## config.mk

```make
export PLATFORM = sky130hd
export DESIGN_NAME = turfio_cin_align
export DESIGN_NICKNAME = d
export VERILOG_FILES = /design/src/rtl/turfio_cin_align_pkg.sv /design/src/rtl/turfio_cin_window_track.sv /design/src/rtl/turfio_cin_align.sv
export SDC_FILE = /design/constraint.sdc
export NUM_CORES = 1
export LEC_CHECK = 0
export BUFFER_PORTS_ARGS = -buffer_cell sky130_fd_sc_hd__buf_2
export CORE_MARGIN = 2
export CORE_UTILIZATION = 55
export CTS_CLUSTER_DIAMETER = 120
export DETAILED_ROUTE_END_ITERATION = 16
export PLACE_DENSITY = 0.73
export SETUP_SLACK_MARGIN = 0.4
export SLEW_MARGIN = 20
export SYNTH_ARGS = -nofsm -noshare
export SYNTH_HDL_FRONTEND = slang
export SYNTH_SLANG_ARGS = --single-unit
```

## constraint.sdc

```tcl
create_clock -name rxclk_i -period 7.6 [get_ports rxclk_i]
set_input_delay 1.9 -clock rxclk_i [delete_from_list [all_inputs] [get_ports rxclk_i]]
set_output_delay 1.9 -clock rxclk_i [all_outputs]
set_load 0.005 [all_outputs]
```

## src/rtl/turfio_cin_align_pkg.sv

```systemverilog
// Shared types and helpers for the CIN lane IDELAY calibration sequencer.
package turfio_cin_align_pkg;

  localparam int TAP_W = 9;
  localparam int LEN_W = 10;
  localparam int CNT_W = 16;

  typedef enum logic [3:0] {
    S_IDLE,
    S_VTC_OFF,
    S_LOAD,
    S_SETTLE,
    S_DWELL,
    S_EVAL,
    S_STEP,
    S_CENTER,
    S_CSETTLE,
    S_READ,
    S_RWAIT,
    S_VTC_ON,
    S_DONE
  } cal_state_e;

  // True when nibble equals any of the four rotations of pattern.
  function automatic logic rot_match(input logic [3:0] nibble, input logic [3:0] pattern);
    logic [3:0] rot;
    logic       hit;
    rot = pattern;
    hit = 1'b0;
    for (int r = 0; r < 4; r++) begin
      if (nibble == rot) hit = 1'b1;
      rot = {rot[2:0], rot[3]};
    end
    return hit;
  endfunction

endpackage

```

## src/rtl/turfio_cin_window_track.sv

```systemverilog
// Tracks the current run of good sweep points and the widest run seen so far.
module turfio_cin_window_track
  import turfio_cin_align_pkg::*;
(
  input  logic             rxclk_i,
  input  logic             rst_i,
  input  logic             clr,
  input  logic             good,
  input  logic             bad,
  input  logic             flush,
  input  logic [TAP_W-1:0] tap,
  output logic [TAP_W-1:0] fin_start,
  output logic [LEN_W-1:0] fin_len
);

  logic [TAP_W-1:0] cur_start, best_start;
  logic [LEN_W-1:0] cur_len, best_len;

  // Extend the current run on a good tap; close it (strictly wider wins) on bad/flush.
  always_ff @(posedge rxclk_i) begin
    if (rst_i || clr) begin
      cur_start  <= '0;
      cur_len    <= '0;
      best_start <= '0;
      best_len   <= '0;
    end else if (good) begin
      if (cur_len == '0) cur_start <= tap;
      cur_len <= cur_len + LEN_W'(1);
    end else if (bad || flush) begin
      if (cur_len > best_len) begin
        best_start <= cur_start;
        best_len   <= cur_len;
      end
      cur_len <= '0;
    end
  end

  // Best window including a still-open current run, for the end-of-sweep decision.
  always_comb begin
    fin_start = best_start;
    fin_len   = best_len;
    if (cur_len > best_len) begin
      fin_start = cur_start;
      fin_len   = cur_len;
    end
  end

endmodule

```

## src/rtl/turfio_cin_align.sv

```systemverilog
// IDELAY tap sweep / eye-centre calibration sequencer for one TURFIO CIN lane.
module turfio_cin_align
  import turfio_cin_align_pkg::*;
#(
  parameter logic [3:0] PATTERN   = 4'b1000,
  parameter int         TAP_STEP  = 8,
  parameter int         MAX_TAP   = 511,
  parameter int         DWELL     = 256,
  parameter int         SETTLE    = 16,
  parameter int         VTC_WAIT  = 16,
  parameter int         MIN_WIDTH = 4
) (
  input  logic             rxclk_i,
  input  logic             rst_i,
  input  logic             start_i,
  input  logic [3:0]       data_i,
  input  logic [TAP_W-1:0] delay_cntvalue_i,
  output logic             en_vtc_o,
  output logic             delay_load_o,
  output logic             delay_rd_o,
  output logic [1:0]       delay_sel_o,
  output logic [TAP_W-1:0] delay_cntvalue_o,
  output logic             busy_o,
  output logic             done_o,
  output logic             fail_o,
  output logic [TAP_W-1:0] eye_start_o,
  output logic [LEN_W-1:0] eye_len_o,
  output logic [TAP_W-1:0] tap_rb_o
);

  localparam logic [CNT_W-1:0] VTC_LAST    = CNT_W'(VTC_WAIT - 1);
  localparam logic [CNT_W-1:0] SETTLE_LAST = CNT_W'(SETTLE - 1);
  localparam logic [CNT_W-1:0] DWELL_LAST  = CNT_W'(DWELL - 1);
  localparam logic [LEN_W-1:0] STEP_L      = LEN_W'(TAP_STEP);
  localparam logic [LEN_W-1:0] MAX_TAP_L   = LEN_W'(MAX_TAP);
  localparam logic [LEN_W-1:0] MIN_W_L     = LEN_W'(MIN_WIDTH);

  cal_state_e       state_q, state_d;
  logic [CNT_W-1:0] cnt_q;
  logic [TAP_W-1:0] tap_q, eye_start_q, tap_rb_q, fin_start, final_tap;
  logic [LEN_W-1:0] eye_len_q, fin_len, next_tap;
  logic [16:0]      span;
  logic [3:0]       ref_q;
  logic             err_q, fail_q, accept, sweep_end;

  assign accept    = (state_q == S_IDLE || state_q == S_DONE) && start_i;
  assign next_tap  = {1'b0, tap_q} + STEP_L;
  assign sweep_end = (state_q == S_STEP) && (next_tap > MAX_TAP_L);
  assign span      = 17'(fin_len - LEN_W'(1)) * 17'(TAP_STEP);
  assign final_tap = fin_start + TAP_W'(span >> 1);

  turfio_cin_window_track u_track (
    .rxclk_i   (rxclk_i),
    .rst_i     (rst_i),
    .clr       (accept),
    .good      ((state_q == S_EVAL) && !err_q),
    .bad       ((state_q == S_EVAL) && err_q),
    .flush     (sweep_end),
    .tap       (tap_q),
    .fin_start (fin_start),
    .fin_len   (fin_len)
  );

  // Next-state decode and state-derived outputs.
  always_comb begin
    state_d      = state_q;
    en_vtc_o     = 1'b0;
    delay_load_o = 1'b0;
    delay_rd_o   = 1'b0;
    busy_o       = 1'b1;
    done_o       = 1'b0;
    unique case (state_q)
      S_IDLE:    begin en_vtc_o = 1'b1; busy_o = 1'b0; if (start_i) state_d = S_VTC_OFF; end
      S_DONE:    begin en_vtc_o = 1'b1; busy_o = 1'b0; done_o = 1'b1;
                       if (start_i) state_d = S_VTC_OFF; end
      S_VTC_OFF: if (cnt_q == VTC_LAST) state_d = S_LOAD;
      S_LOAD:    begin delay_load_o = 1'b1; state_d = S_SETTLE; end
      S_SETTLE:  if (cnt_q == SETTLE_LAST) state_d = S_DWELL;
      S_DWELL:   if (cnt_q == DWELL_LAST) state_d = S_EVAL;
      S_EVAL:    state_d = S_STEP;
      S_STEP:    state_d = sweep_end ? S_CENTER : S_LOAD;
      S_CENTER:  begin delay_load_o = 1'b1; state_d = S_CSETTLE; end
      S_CSETTLE: if (cnt_q == SETTLE_LAST) state_d = S_READ;
      S_READ:    begin delay_rd_o = 1'b1; state_d = S_RWAIT; end
      S_RWAIT:   if (cnt_q == CNT_W'(1)) state_d = S_VTC_ON;
      S_VTC_ON:  begin en_vtc_o = 1'b1; if (cnt_q == VTC_LAST) state_d = S_DONE; end
      default:   state_d = S_IDLE;
    endcase
  end

  // State register, dwell counter and calibration result registers.
  always_ff @(posedge rxclk_i) begin
    if (rst_i) begin
      state_q     <= S_IDLE;
      cnt_q       <= '0;
      tap_q       <= '0;
      fail_q      <= 1'b0;
      eye_start_q <= '0;
      eye_len_q   <= '0;
      tap_rb_q    <= '0;
    end else begin
      state_q <= state_d;
      cnt_q   <= (state_d != state_q) ? '0 : cnt_q + CNT_W'(1);
      if (accept) begin
        tap_q       <= '0;
        fail_q      <= 1'b0;
        eye_start_q <= '0;
        eye_len_q   <= '0;
      end else if (state_q == S_STEP) begin
        if (!sweep_end) begin
          tap_q <= next_tap[TAP_W-1:0];
        end else begin
          eye_start_q <= fin_start;
          eye_len_q   <= fin_len;
          if (fin_len >= MIN_W_L) begin
            tap_q <= final_tap;
          end else begin
            tap_q  <= '0;
            fail_q <= 1'b1;
          end
        end
      end else if (state_q == S_RWAIT && cnt_q == CNT_W'(1)) begin
        tap_rb_q <= delay_cntvalue_i;
      end
    end
  end

  // Dwell checker: first nibble is the reference, any non-rotation or change flags the tap.
  always_ff @(posedge rxclk_i) begin
    if (state_q == S_DWELL) begin
      if (cnt_q == '0) begin
        ref_q <= data_i;
        err_q <= !rot_match(data_i, PATTERN);
      end else begin
        err_q <= err_q | !rot_match(data_i, PATTERN) | (data_i != ref_q);
      end
    end
  end

  assign delay_sel_o      = 2'b00;
  assign delay_cntvalue_o = tap_q;
  assign fail_o           = done_o && fail_q;
  assign eye_start_o      = eye_start_q;
  assign eye_len_o        = eye_len_q;
  assign tap_rb_o         = tap_rb_q;

endmodule

```

Word-level counts from Yosys, hierarchy flattened
Cells that the tools add are included.

storage, ports and cells
  flip-flop bits (word level) = 101
  bits of input ports = 16

cells by class
  add/subtract/negate cells = 5
  magnitude comparators = 3
  equality and inequality tests = 21
  mux-type cells = 29
  bitwise gates (word level) = 6
  reductions and logical operators = 27

operators with widths
  kind                                                                                  number
  4-bit one-hot mux with 12 select lines                                                1
  10-bit two-way mux                                                                    3
  4-bit two-way mux                                                                     7
  9-bit two-way mux                                                                     3
  4-bit equality test, second input constant                                            6
  4-bit by 3-bit equality test with 1-bit output, second input constant                 5
  16-bit by 1-bit adder with 16-bit output, second input constant                       1
  16-bit by 1-bit equality test with 1-bit output, second input constant                1
  16-bit by 4-bit equality test with 1-bit output, second input constant                1
  16-bit by 8-bit equality test with 1-bit output, second input constant                1
  16-bit zero test                                                                      1
  1-bit two-way mux                                                                     14
  4-bit by 2-bit equality test with 1-bit output, second input constant                 3
  10-bit by 1-bit adder with 10-bit output, second input constant                       1
  9-bit by 4-bit adder with 10-bit output, second input constant                        1
  10-bit by 3-bit greater-or-equal comparator with 1-bit output, second input constant  1
  10-bit greater-than comparator                                                        1
  10-bit by 9-bit greater-than comparator with 1-bit output, second input constant      1
  10-bit zero test                                                                      1
  9-bit adder                                                                           1
  4-bit by 1-bit equality test with 1-bit output, second input constant                 2
  4-bit inequality test                                                                 2
  2-bit AND reduction                                                                   4
  2-bit OR reduction                                                                    4
  11 further kinds                                                                      25

Depth between registers and ports, before layout
Gate-level depths: netlist of run 1.

  depth in word-level cells = 11
  mapped depth = 20
  gate-level depth less buffers = 19

By module
A second synthesis of run 1 with hierarchy kept.

unflattened totals
  cells, all modules = 622
  area total of the unflattened synthesis = 5,471.5 sq um

by module, submodules not included
  module                   times used  cells an instance  area each (sq um)
  turfio_cin_align         1           392                3,350.7
  turfio_cin_window_track  1           230                2,120.8

Worst setup path before layout of run 1
OpenSTA, ideal clock, no wires.

  path type = reg2reg
  from = register u_track.best_len[5]
  to = register tap_q[8] (netlist: delay_cntvalue_o[8])
  setup time = 0.074 ns
  arrival time = 4.062 ns
  slack = 3.464 ns
  cell stages (with the launch flop) = 18
  path buffers = 1
  clock period less this slack = 4.136 ns
  path through = dfxtp_1 -> inv_1 -> ha_1 -> nand4_1 -> a211oi_1 -> a2111oi_0 -> nor2_1 -> clkbuf_1 -> mux2i_1 -> ha_1 -> xnor2_1 -> ha_1 -> a21o_1 -> a21oi_1 -> o21bai_1 -> a21oi_1 -> xnor3_1 -> o21ai_0

on the way
  word-level cells in the longest chain between the ends = 6
  elaborated cells on any way between the ends = 8
  those cells by class = add/sub (2); order compare (2); mux (4)

RTL lines
  what                                         line                           text
  start, declared                              turfio_cin_window_track.sv:17  logic [LEN_W-1:0] cur_len, best_len;
  start signal, assigned                       turfio_cin_window_track.sv:32  best_len <= cur_len;
  10-bit greater-than comparator               turfio_cin_window_track.sv:42  if (cur_len > best_len) begin
  10-bit two-way mux                           turfio_cin_window_track.sv:42
  7-bit by 1-bit subtractor with 7-bit output  turfio_cin_align.sv:49         assign span = 17'(fin_len - LEN_W'(1)) * 17'(TAP_STEP);
  9-bit adder                                  turfio_cin_align.sv:50         assign final_tap = fin_start + TAP_W'(span >> 1);
  9-bit two-way mux (*)                        turfio_cin_align.sv:115        if (fin_len >= MIN_W_L) begin
  9-bit two-way mux (*)                        turfio_cin_align.sv:110        if (!sweep_end) begin
  end signal, assigned                         turfio_cin_align.sv:111        tap_q <= next_tap[TAP_W-1:0];
  end signal, assigned                         turfio_cin_align.sv:116        tap_q <= final_tap;
  end, declared                                turfio_cin_align.sv:40         logic [TAP_W-1:0] tap_q, eye_start_q, tap_rb_q, fin_start, final_tap;

Mark *: on every way between the ends. The rest lies on a longest branch, timed or not.
A chain may end at the register's enable or synchronous reset.

Worst setup path after layout of run 1
  from = register u_track.cur_len[3]
  to = register tap_q[8] (netlist: delay_cntvalue_o[8])

on the way
  word-level cells in the longest chain between the ends = 6
  elaborated cells on any way between the ends = 8
  those cells by class = add/sub (2); order compare (2); mux (4)

RTL lines
  what                                         line                           text
  start, declared                              turfio_cin_window_track.sv:17
  start signal, assigned                       turfio_cin_window_track.sv:28  cur_len <= cur_len + LEN_W'(1);
  10-bit greater-than comparator               turfio_cin_window_track.sv:42
  10-bit two-way mux                           turfio_cin_window_track.sv:42
  7-bit by 1-bit subtractor with 7-bit output  turfio_cin_align.sv:49
  9-bit adder                                  turfio_cin_align.sv:50
  9-bit two-way mux (*)                        turfio_cin_align.sv:115
  9-bit two-way mux (*)                        turfio_cin_align.sv:110

Marked as above.

==> metrics, run 1 <==
commonest non-fill, non-tap cell in the layout nor2_1; Pwr Density between 150 and 200 mW/mm^2; RSZ-0062 raised after global routing no; # rows 35; die span in y between 100 and 150 um; sequential power share around three fifths; post-layout min period approximately 4.5 ns; Comb power frac around 3.7%; Worst Path Arrival between 4 and 5 ns; worst-path fanout max 35; final net count approximately 700; first-pass GRT wire length roughly 20 mm; largest net degree at the start of global routing 63; dpl hpwl around 8.4 mm; gpl congestion 0.950; fin crit share approximately three fifths; CTS clock-pin slew for the worst setup and hold paths roughly 0.1 ns; Max Cap Violations 0; initial core utilization 56.5%; Mapped Area 0.00522 sq mm; asr flop ratio synth 0%; Die X 101 um; EDFF count, synth 5; Least-Margin Pin Slew 0.981 ns; input/output buffers 58; register area share after synthesis 39.7%; final hold violations 0; most frequent cells in the layout nor2_1, dfxtp_1, buf_2, nand2_1, a21oi_1; gr usage total approximately a quarter; Mean Syn Cell Area around 8.4 sq um; clk_lat worst skew 0.37 ns; power share of the clock group around 36%; root buffer cell clkbuf_8; I/O pin count 61; antenna violations before repair 0; P_sw approximately 220 uW; Tightest Hold Check Type flip-flop to flip-flop; FMAX about 220 MHz; CTS sink cnt 101; cell-internal power approximately 670 uW; Final Skew 0.0159 ns; die area approximately 0.010 sq mm; Routed Wire Length between 10 and 15 mm; drt initial violations 230; Vias/cell roughly 5.7; layout cells sized above 1 a little over an eighth; GR Overflow Total 0; Final Setup Violations 0; WP data required about 7.9 ns; postcts setup bufs 0; CP Class flip-flop to flip-flop; drt first pass iters 5; post-cts hold buffer count 0; Setup crit start kind flip-flop; synth unique cells 50; Via Count between 4000 and 5000; cell count after synthesis about 630; Antenna diodes 0; PostCTS Resize Cnt 0; reg2reg setup slack just over 3 ns; fill cell count 819; Routed Antenna Nets 0; post-route setup TNS 0 ns; Layout area overhead 10.3%; CP Capture Type flip-flop; H-tree depth 3; result of the run finished clean; Wirelength per Cell 14.5 um; switching share of power 24.7%; Slew Limit Fails 0; total power draw between 800 and 900 uW; register bit total from synthesis around 100; total CTS buffers 9; Peak VDD IR 0.000108 V; P_leak approximately 2.4 nW; placed cell areas 0.00557 sq mm; post-route cell area between 0.005 and 0.006 sq mm; Ys Warns 0; Core ar. around 0.0092 sq mm; Post-synth top flop dfxtp_1; Min Hold Slack between 0.4 and 0.5 ns; Max-slew headroom between 30 and 40%; Place WS approximately 3.1 ns; final setup margin between 3 and 4 ns; CTS tree built; DRC violations left 0; Clock Path Buffers 2; number of global-route vias before repair between 4000 and 5000
## final cells by class
cell class                 instances  area, sq um  share of cell area [%]
tap                              129          161                    2.80
clock buffer                      10          128                    2.22
sequential                       101         2070                    36.0
inverter                          26         97.6                    1.69
timing repair buffer              61          313                    5.43
multi-input combinational        468         2930                    50.9
clock inverter                     6         56.3                   0.978
## power groups by stage
stage / logic, mW / clock network, mW / registers, mW
floorplan: 0.0241 / 0 / 0.548
global placement: 0.0314 / 0 / 0.549
detailed placement: 0.0330 / 0 / 0.550
CTS: 0.0330 / 0.327 / 0.537
global route: 0.0372 / 0.345 / 0.538
finish: 0.0331 / 0.320 / 0.537
## state kept, by name, indices dropped and copies added, names as in the netlist
register            count
cnt_q                  16
eye_len_o              10
u_track.best_len       10
u_track.cur_len        10
delay_cntvalue_o        9
eye_start_o             9
tap_rb_o                9
u_track.best_start      9
u_track.cur_start       9
ref_q                   4
state_q                 4
err_q                   1
fail_q                  1
## worst paths after layout
path	start	to	cells past startpoint
max	u_track.cur_len[3]$_SDFFE_PP0P_	delay_cntvalue_o[8]$_SDFFE_PP0P_	16
min	eye_start_o[4]$_SDFFE_PP0P_	eye_start_o[4]$_SDFFE_PP0P_	2
max reg2reg	u_track.cur_len[3]$_SDFFE_PP0P_	delay_cntvalue_o[8]$_SDFFE_PP0P_	16
min reg2reg	eye_start_o[4]$_SDFFE_PP0P_	eye_start_o[4]$_SDFFE_PP0P_	2
## worst max-delay path, cell delays in order, from the launching register on
cell and delay, ns:
dfxtp_1 0.54, ha_1 0.32, a21oi_1 0.14, o21ai_0 0.13, a2111oi_0 0.76, nor2_2 0.11, buf_4 0.29, a21oi_1 0.28
ha_1 0.28, xnor2_1 0.14, ha_1 0.29, a21o_1 0.17, a21oi_1 0.23, o21bai_1 0.10, a21oi_1 0.21, xnor3_1 0.34
o21ai_0 0.15
## cell families (layout without fill, tap and decap cells)
| group | after synthesis | after routing | synth area share [%] |
|---|---|---|---|
| simple gates | 252 | 252 | 22.2 |
| compound gates | 113 | 113 | 13.3 |
| flops | 101 | 101 | 39.7 |
| buf+inv | 57 | 103 | 4.41 |
| mux | 42 | 42 | 8.20 |
| xor+xnor | 34 | 34 | 5.97 |
| fa+ha+maj | 25 | 25 | 6.14 |
| other cells | 1 | 2 | 0.0718 |
## metal layers
metal / global-route usage, % / vias to the layer above / share of wire, %
met2: 39.4 / 121 / 46
li1: - / 2249 / -
met3: 4.69 / 21 / 4.4
met1: 31.4 / 2159 / 48
met5: 0 / - / 0
met4: 8.42 / 0 / 1.7
## cell usage after synthesis, drive strengths merged (2+ instances only)
cell / number / area share, %
a2111oi: 4 / 0.67
a211oi: 18 / 2.6
a21o: 4 / 0.58
a21oi: 48 / 4.7
a311oi: 2 / 0.34
a31oi: 3 / 0.36
and2: 6 / 0.72
and3: 14 / 1.7
buf: 6 / 0.74
clkbuf: 25 / 1.8
dfxtp: 96 / 37
edfxtp: 5 / 2.9
ha: 24 / 5.8
inv: 26 / 1.9
mux2: 6 / 1.3
mux2i: 36 / 6.9
nand2: 49 / 3.5
nand2b: 5 / 0.60
nand3: 22 / 2.1
nand3b: 7 / 1.0
nand4: 6 / 0.72
nor2: 107 / 7.7
nor3: 20 / 1.9
nor4: 5 / 0.60
o21ai: 25 / 2.4
o21bai: 2 / 0.29
or3: 4 / 0.48
or4: 3 / 0.43
xnor2: 21 / 3.5
xor2: 12 / 2.0
## stage by stage
step,cells,util [%]
6_report,801,62.3
5_1_grt,801,62.3
2_1_floorplan,626,-
4_1_cts,801,62.3
3_3_place_gp,785,60.3
3_5_place_dp,785,60.3
(Power assumes the default switching activity.)
==> run 2, diff against run 1 <==
--- a/config.mk
+++ b/config.mk
@@ -7,7 +7,7 @@
 export LEC_CHECK = 0
 export BUFFER_PORTS_ARGS = -buffer_cell sky130_fd_sc_hd__buf_2
 export CORE_MARGIN = 2
-export CORE_UTILIZATION = 55
+export CORE_UTILIZATION = 53
 export CTS_CLUSTER_DIAMETER = 120
 export DETAILED_ROUTE_END_ITERATION = 16
 export PLACE_DENSITY = 0.73
==> constraint.sdc (replaced) <==
create_clock -name rxclk_i -period 4.14 [get_ports rxclk_i]
set_input_delay 1.035 -clock rxclk_i [delete_from_list [all_inputs] [get_ports rxclk_i]]
set_output_delay 1.035 -clock rxclk_i [all_outputs]
set_load 0.005 [all_outputs]
==> run 2 against run 1 <==
  * Sequential share of layout area fell by 2.4 points
  * Clock power increased by 110%
  * Core utilization rose by 2.0 points
  * Clock skew grew 0.00080 ns
  * First-iteration DRC count up 2.2%
  * Final area rose by 8.2%
  * Sequential power grew 83%
  * Non-clock buffer count is 29 higher
==> metrics, run 2 (synthesis gave the netlist of run 1 again) <==
reg2reg setup slack approximately 0.47 ns; post-route setup TNS 0 ns; die span in y 103 um; worst-path fanout max 5; CP Capture Type flip-flop; Worst Path Arrival ~4 ns; Wirelength per Cell between 15 and 20 um; Max-slew headroom 35.9%; Clock Path Buffers 2; gr usage total around a quarter; GR Overflow Total 0; H-tree depth 3; Die X about 100 um; gpl congestion 0.926; largest net degree at the start of global routing 34; initial core utilization approximately 54%; Max Cap Violations 0; Core ar. 0.00968 sq mm; Final Skew about 0.017 ns; dpl hpwl 8.84 mm; clk_lat worst skew 0.38 ns; antenna violations before repair 0; Antenna diodes 0; Routed Wire Length roughly 13 mm; CTS sink cnt around 100; drt initial violations between 200 and 250; total CTS buffers 9; Least-Margin Pin Slew 0.960 ns; first-pass GRT wire length about 21 mm; P_leak around 2.6 nW; number of global-route vias before repair 4370; CP Class flip-flop to flip-flop; final setup margin 0.473 ns; Vias/cell approximately 5.6; Via Count 4660; Setup crit start kind flip-flop; final core occ between 60% and 70%; FMAX ~270 MHz; WP data required 4.46 ns; commonest non-fill, non-tap cell in the layout nor2_1; final net count about 740; Place WS -0.0116 ns; CTS clock-pin slew for the worst setup and hold paths 0.11 ns; Slew Limit Fails 0; DRC violations left 0; Biggest register cnt_q; Tightest Hold Check Type flip-flop to flip-flop; Routed Antenna Nets 0; fin crit share roughly nine tenths; input/output buffers 58; post-cts hold buffer count 0; Final Setup Violations 0; # rows 36; Layout area overhead 19.4%; root buffer cell clkbuf_8; result of the run finished clean; post-layout min period roughly 3.7 ns; cell count after placement approximately 800; I/O pin count between 60 and 70; Pwr Density 276 mW/mm^2; RSZ-0062 raised after global routing no; Peak VDD IR 0.000208 V; final hold violations 0; most frequent cells in the layout nor2_1, dfxtp_1, buf_2, nand2_1, a21oi_1; layout cells sized above 1 21.7%; CTS tree built; max reg flops 16; drt first pass iters 4; total power draw ~1.7 mW; hold depth 2; R2R depth 17; Final Non-Filler Cells approximately 830; die area 0.0107 sq mm
[run 2: changes by cell type in the layout (fill, tap and decap cells not counted), moves of 3 or more]
| cell | before | now |
|---|---|---|
| a21oi_2 | 1 | 6 |
| a21oi_1 | 47 | 42 |
| ha_1 | 24 | 15 |
| inv_1 | 26 | 20 |
| a2111oi_0 | 4 | 1 |
| ha_4 | 0 | 9 |
| inv_2 | 0 | 5 |
| buf_4 | 3 | 30 |
| o21ai_0 | 25 | 21 |
| dfxtp_4 | 0 | 3 |
| dfxtp_2 | 0 | 5 |
| o21ai_1 | 0 | 4 |
| dfxtp_1 | 96 | 88 |
[run 2: worst max-delay path, cell delays in order, from the launching register on]
cell and delay (ns):
dfxtp_1 0.37, inv_1 0.09, ha_1 0.33, nand2b_1 0.09, a211oi_2 0.33, a2111oi_4 0.11
nor2_4 0.22, mux2i_4 0.42, ha_4 0.27, buf_4 0.14, fa_2 0.37, inv_1 0.06
a21o_1 0.12, a21oi_2 0.06, buf_4 0.14, xnor2_1 0.21, a21oi_1 0.11, nor3_1 0.16
[run 2: where the power goes]
group / leakage [nW] / total [mW] / internal [mW] / switching (mW)
clock network: 0.106 / 0.673 / 0.295 / 0.378
registers: 0.823 / 0.984 / 0.979 / 0.00507
logic: 1.66 / 0.0607 / 0.0201 / 0.0406
total: 2.59 / 1.72 / 1.29 / 0.424
[run 2: path summary, 6_finish.rpt]
path                               startpoint                                to
max          u_track.best_len[1]$_SDFFE_PP0P_  delay_cntvalue_o[6]$_SDFFE_PP0P_
min               eye_start_o[4]$_SDFFE_PP0P_       eye_start_o[4]$_SDFFE_PP0P_
max reg2reg  u_track.best_len[1]$_SDFFE_PP0P_  delay_cntvalue_o[6]$_SDFFE_PP0P_
min reg2reg       eye_start_o[4]$_SDFFE_PP0P_       eye_start_o[4]$_SDFFE_PP0P_
[run 2: routing by layer]
metal / global-route usage, % / routed length [um] / part of all wire (%)
met4: 6.78 / 146 / 1.1
met3: 4.97 / 633 / 5.0
met5: 0 / 0 / 0
met1: 32.0 / 5770 / 45
met2: 41.9 / 6230 / 49
[run 2: layout make-up]
type	instances	area, sq um
Clock buffer	9	124
Clock inverter	7	93.8
Fill cell	819	3450
Inverter	26	100
Multi-Input combinational cell	468	3120
Sequential cell	101	2090
Tap cell	133	166
Timing Repair Buffer	90	542
[run 2: per-stage QoR]
stage	area [sq um]	hold WS (ns)
2_1_floorplan	5250	0.432
3_3_place_gp	5700	0.440
3_5_place_dp	5700	0.445
4_1_cts	6020	0.459
5_1_grt	6230	0.474
6_report	6230	0.461
[run 2: repair_timing]
item                                    4_1_cts  5_1_grt
setup buffers                                 6        8
gates resized for setup                      13       36
pin swaps                                     4       21
endpoints found under the setup margin        3        3
gates cloned                                  0        0
==> run 3, diff against run 2 <==
--- a/config.mk
+++ b/config.mk
@@ -10,7 +10,7 @@
 export CORE_UTILIZATION = 53
 export CTS_CLUSTER_DIAMETER = 120
 export DETAILED_ROUTE_END_ITERATION = 16
-export PLACE_DENSITY = 0.73
+export PLACE_DENSITY = 0.77
 export SETUP_SLACK_MARGIN = 0.4
 export SLEW_MARGIN = 20
 export SYNTH_ARGS = -nofsm -noshare
==> run 3 against run 2 <==
  * Routed wire length rose by 1.1%
  * Final area did not move
  * Worst setup slack got worse by 0.039 ns
  * Non-clock buffer count fell by 1
  * Sequential share of layout area rose by 0.20 points
  * Critical path type unchanged
  * Highest routed layer unchanged
==> metrics, run 3 (synthesis gave the netlist of run 1 again) <==
Max-slew headroom between 30% and 40%; commonest non-fill, non-tap cell in the layout nor2_1; Layout area overhead 19.4%; Tightest Hold Check Type flip-flop to flip-flop; placed cell areas ~0.0057 sq mm; I/O pin count between 60 and 70; Crit path buffers/inverters 4; max reg flops 16; Routed Antenna Nets 0; CTS clock-pin slew for the worst setup and hold paths about 0.10 ns; total power draw around 1.6 mW; post-layout min period about 3.7 ns; CP Class flip-flop to flip-flop; CP delay by family, top compound AO/OA/AOI/OAI gates; final hold violations 0; root buffer cell clkbuf_8; P_leak 2.59 nW; fill cell count 775; final core occ about 64%; first-pass GRT wire length 20.3 mm; Slew Limit Fails 0; drt first pass iters 5; initial core utilization 53.9%; GR Overflow Total 0; final net count between 700 and 800; gpl congestion between 0.9 and 1; Core ar. roughly 0.0097 sq mm; clk_lat worst skew approximately 0.36 ns; Clock Path Buffers 2; number of global-route vias before repair 4411; CTS sink cnt a little over 100; # rows 36; total CTS buffers 9; H-tree depth 3; Vias/cell between 5 and 6; layout cells sized above 1 21.9%; Pwr Density ~260 mW/mm^2; fin crit share 89.5%; WP data required between 4 and 5 ns; RSZ-0062 raised after global routing yes; Setup crit start kind flip-flop; result of the run finished clean; Min Hold Slack ~0.46 ns; antenna violations before repair 0; crit-path cells inv_2, ha_4, a21oi_1, o21ai_1, a2111oi_2, buf_4, nor2_4, buf_12, buf_12, a21oi_1, xnor2_1, ha_1, a21o_1, a21oi_2, o21bai_1, a21oi_2, xnor3_1, o21ai_1; post-route cell area just over 0.006 sq mm; slowest cell on the critical path a2111oi_2; dpl hpwl ~8.6 mm; DRC violations left 0; Via Count approximately 4800; most frequent cells in the layout nor2_1, dfxtp_1, buf_2, nand2_1, a21oi_1; Die X 103 um; Max Cap Violations 0; worst-path fanout max 9; Routed Wire Length around 13 mm; crit-path max cell delay 0.40 ns; Peak VDD IR 0.000164 V; die span in y just over 100 um; CTS tree built; Final Skew 0.0147 ns; drt initial violations 257; Final Setup Violations 0; post-route setup TNS 0 ns; die area between 0.01 and 0.015 sq mm; FMAX between 200 and 300 MHz; input/output buffers 58; Wirelength per Cell between 15 and 20 um; Worst Path Arrival approximately 4.0 ns; gr usage total a little under a quarter; CP Capture Type flip-flop; Biggest register cnt_q; Antenna diodes 0; largest net degree at the start of global routing 34; Least-Margin Pin Slew slightly above 0.9 ns
## run 3: cell types whose count changed in the layout (fill, tap and decap cells not counted), sizes merged
cell / previous run / this run
bufbuf: 0 / 1
clkbuf: 9 / 11
inv: 28 / 29
buf: 90 / 88
bufinv: 1 / 0
clkinv: 3 / 1
## run 3: what timing repair did
item	in CTS	in global routing
buffers inserted	3	14
pin swaps	3	28
hold buffers	0	0
resized for setup	16	36
setup endpoints to repair	2	4
gates cloned	1	0
## run 3: worst paths after layout
| path | start | end | slack, ns | depth (start not counted) |
|---|---|---|---|---|
| hold / removal | eye_start_o[5]$_SDFFE_PP0P_ | eye_start_o[5]$_SDFFE_PP0P_ | 0.46 | 2 |
| hold reg to reg | eye_start_o[5]$_SDFFE_PP0P_ | eye_start_o[5]$_SDFFE_PP0P_ | 0.46 | 2 |
| setup / recovery | u_track.best_len[3]$_SDFFE_PP0P_ | delay_cntvalue_o[8]$_SDFFE_PP0P_ | 0.43 | 18 |
| setup reg to reg | u_track.best_len[3]$_SDFFE_PP0P_ | delay_cntvalue_o[8]$_SDFFE_PP0P_ | 0.43 | 18 |
## run 3: metrics by stage
stage / worst slack, ns / cells
6_report: 0.434 / 833
3_5_place_dp: 0.238 / 799
5_1_grt: 0.217 / 833
4_1_cts: 0.405 / 819
3_3_place_gp: 0.359 / 799
2_1_floorplan: 0.404 / 626
## run 3: cell type report
type	instances	area, sq um	share of cell area (%)
clock inverters	5	42.5	0.683
multi-input cells	468	3110	49.9
clock buffers	11	131	2.11
flip-flops and latches	101	2100	33.7
inverters	26	103	1.65
repair buffers	89	577	9.26
well taps	133	166	2.67
## run 3: metal layers
layer / global-route usage [%] / up-vias / share of wire, % / wire length (um)
met2: 39.6 / 175 / 47 / 6120
met1: 31.1 / 2236 / 44 / 5660
met3: 4.30 / 35 / 6.2 / 806
li1: - / 2311 / - / -
met4: 9.31 / 0 / 2.6 / 336
met5: 0 / - / 0 / 0
## run 3: worst register-to-register path: cells and delay by family (launching register included)
| family | cells | cell delay [ns] |
|---|---|---|
| adder cells (fa/ha/maj) | 2 | 0.57 |
| XOR/XNOR | 2 | 0.32 |
| flip-flops | 1 | 0.36 |
| buffers and inverters | 4 | 0.58 |
| AO/OA/AOI/OAI | 9 | 1.74 |
| AND/OR/NAND/NOR | 1 | 0.07 |
## run 3: power breakdown
part           switching, mW  internal (mW)  total [mW]  leakage [nW]
Combinational         0.0411         0.0201      0.0611          1.68
Clock                  0.346          0.227       0.573        0.0849
Sequential           0.00543          0.977       0.983         0.826
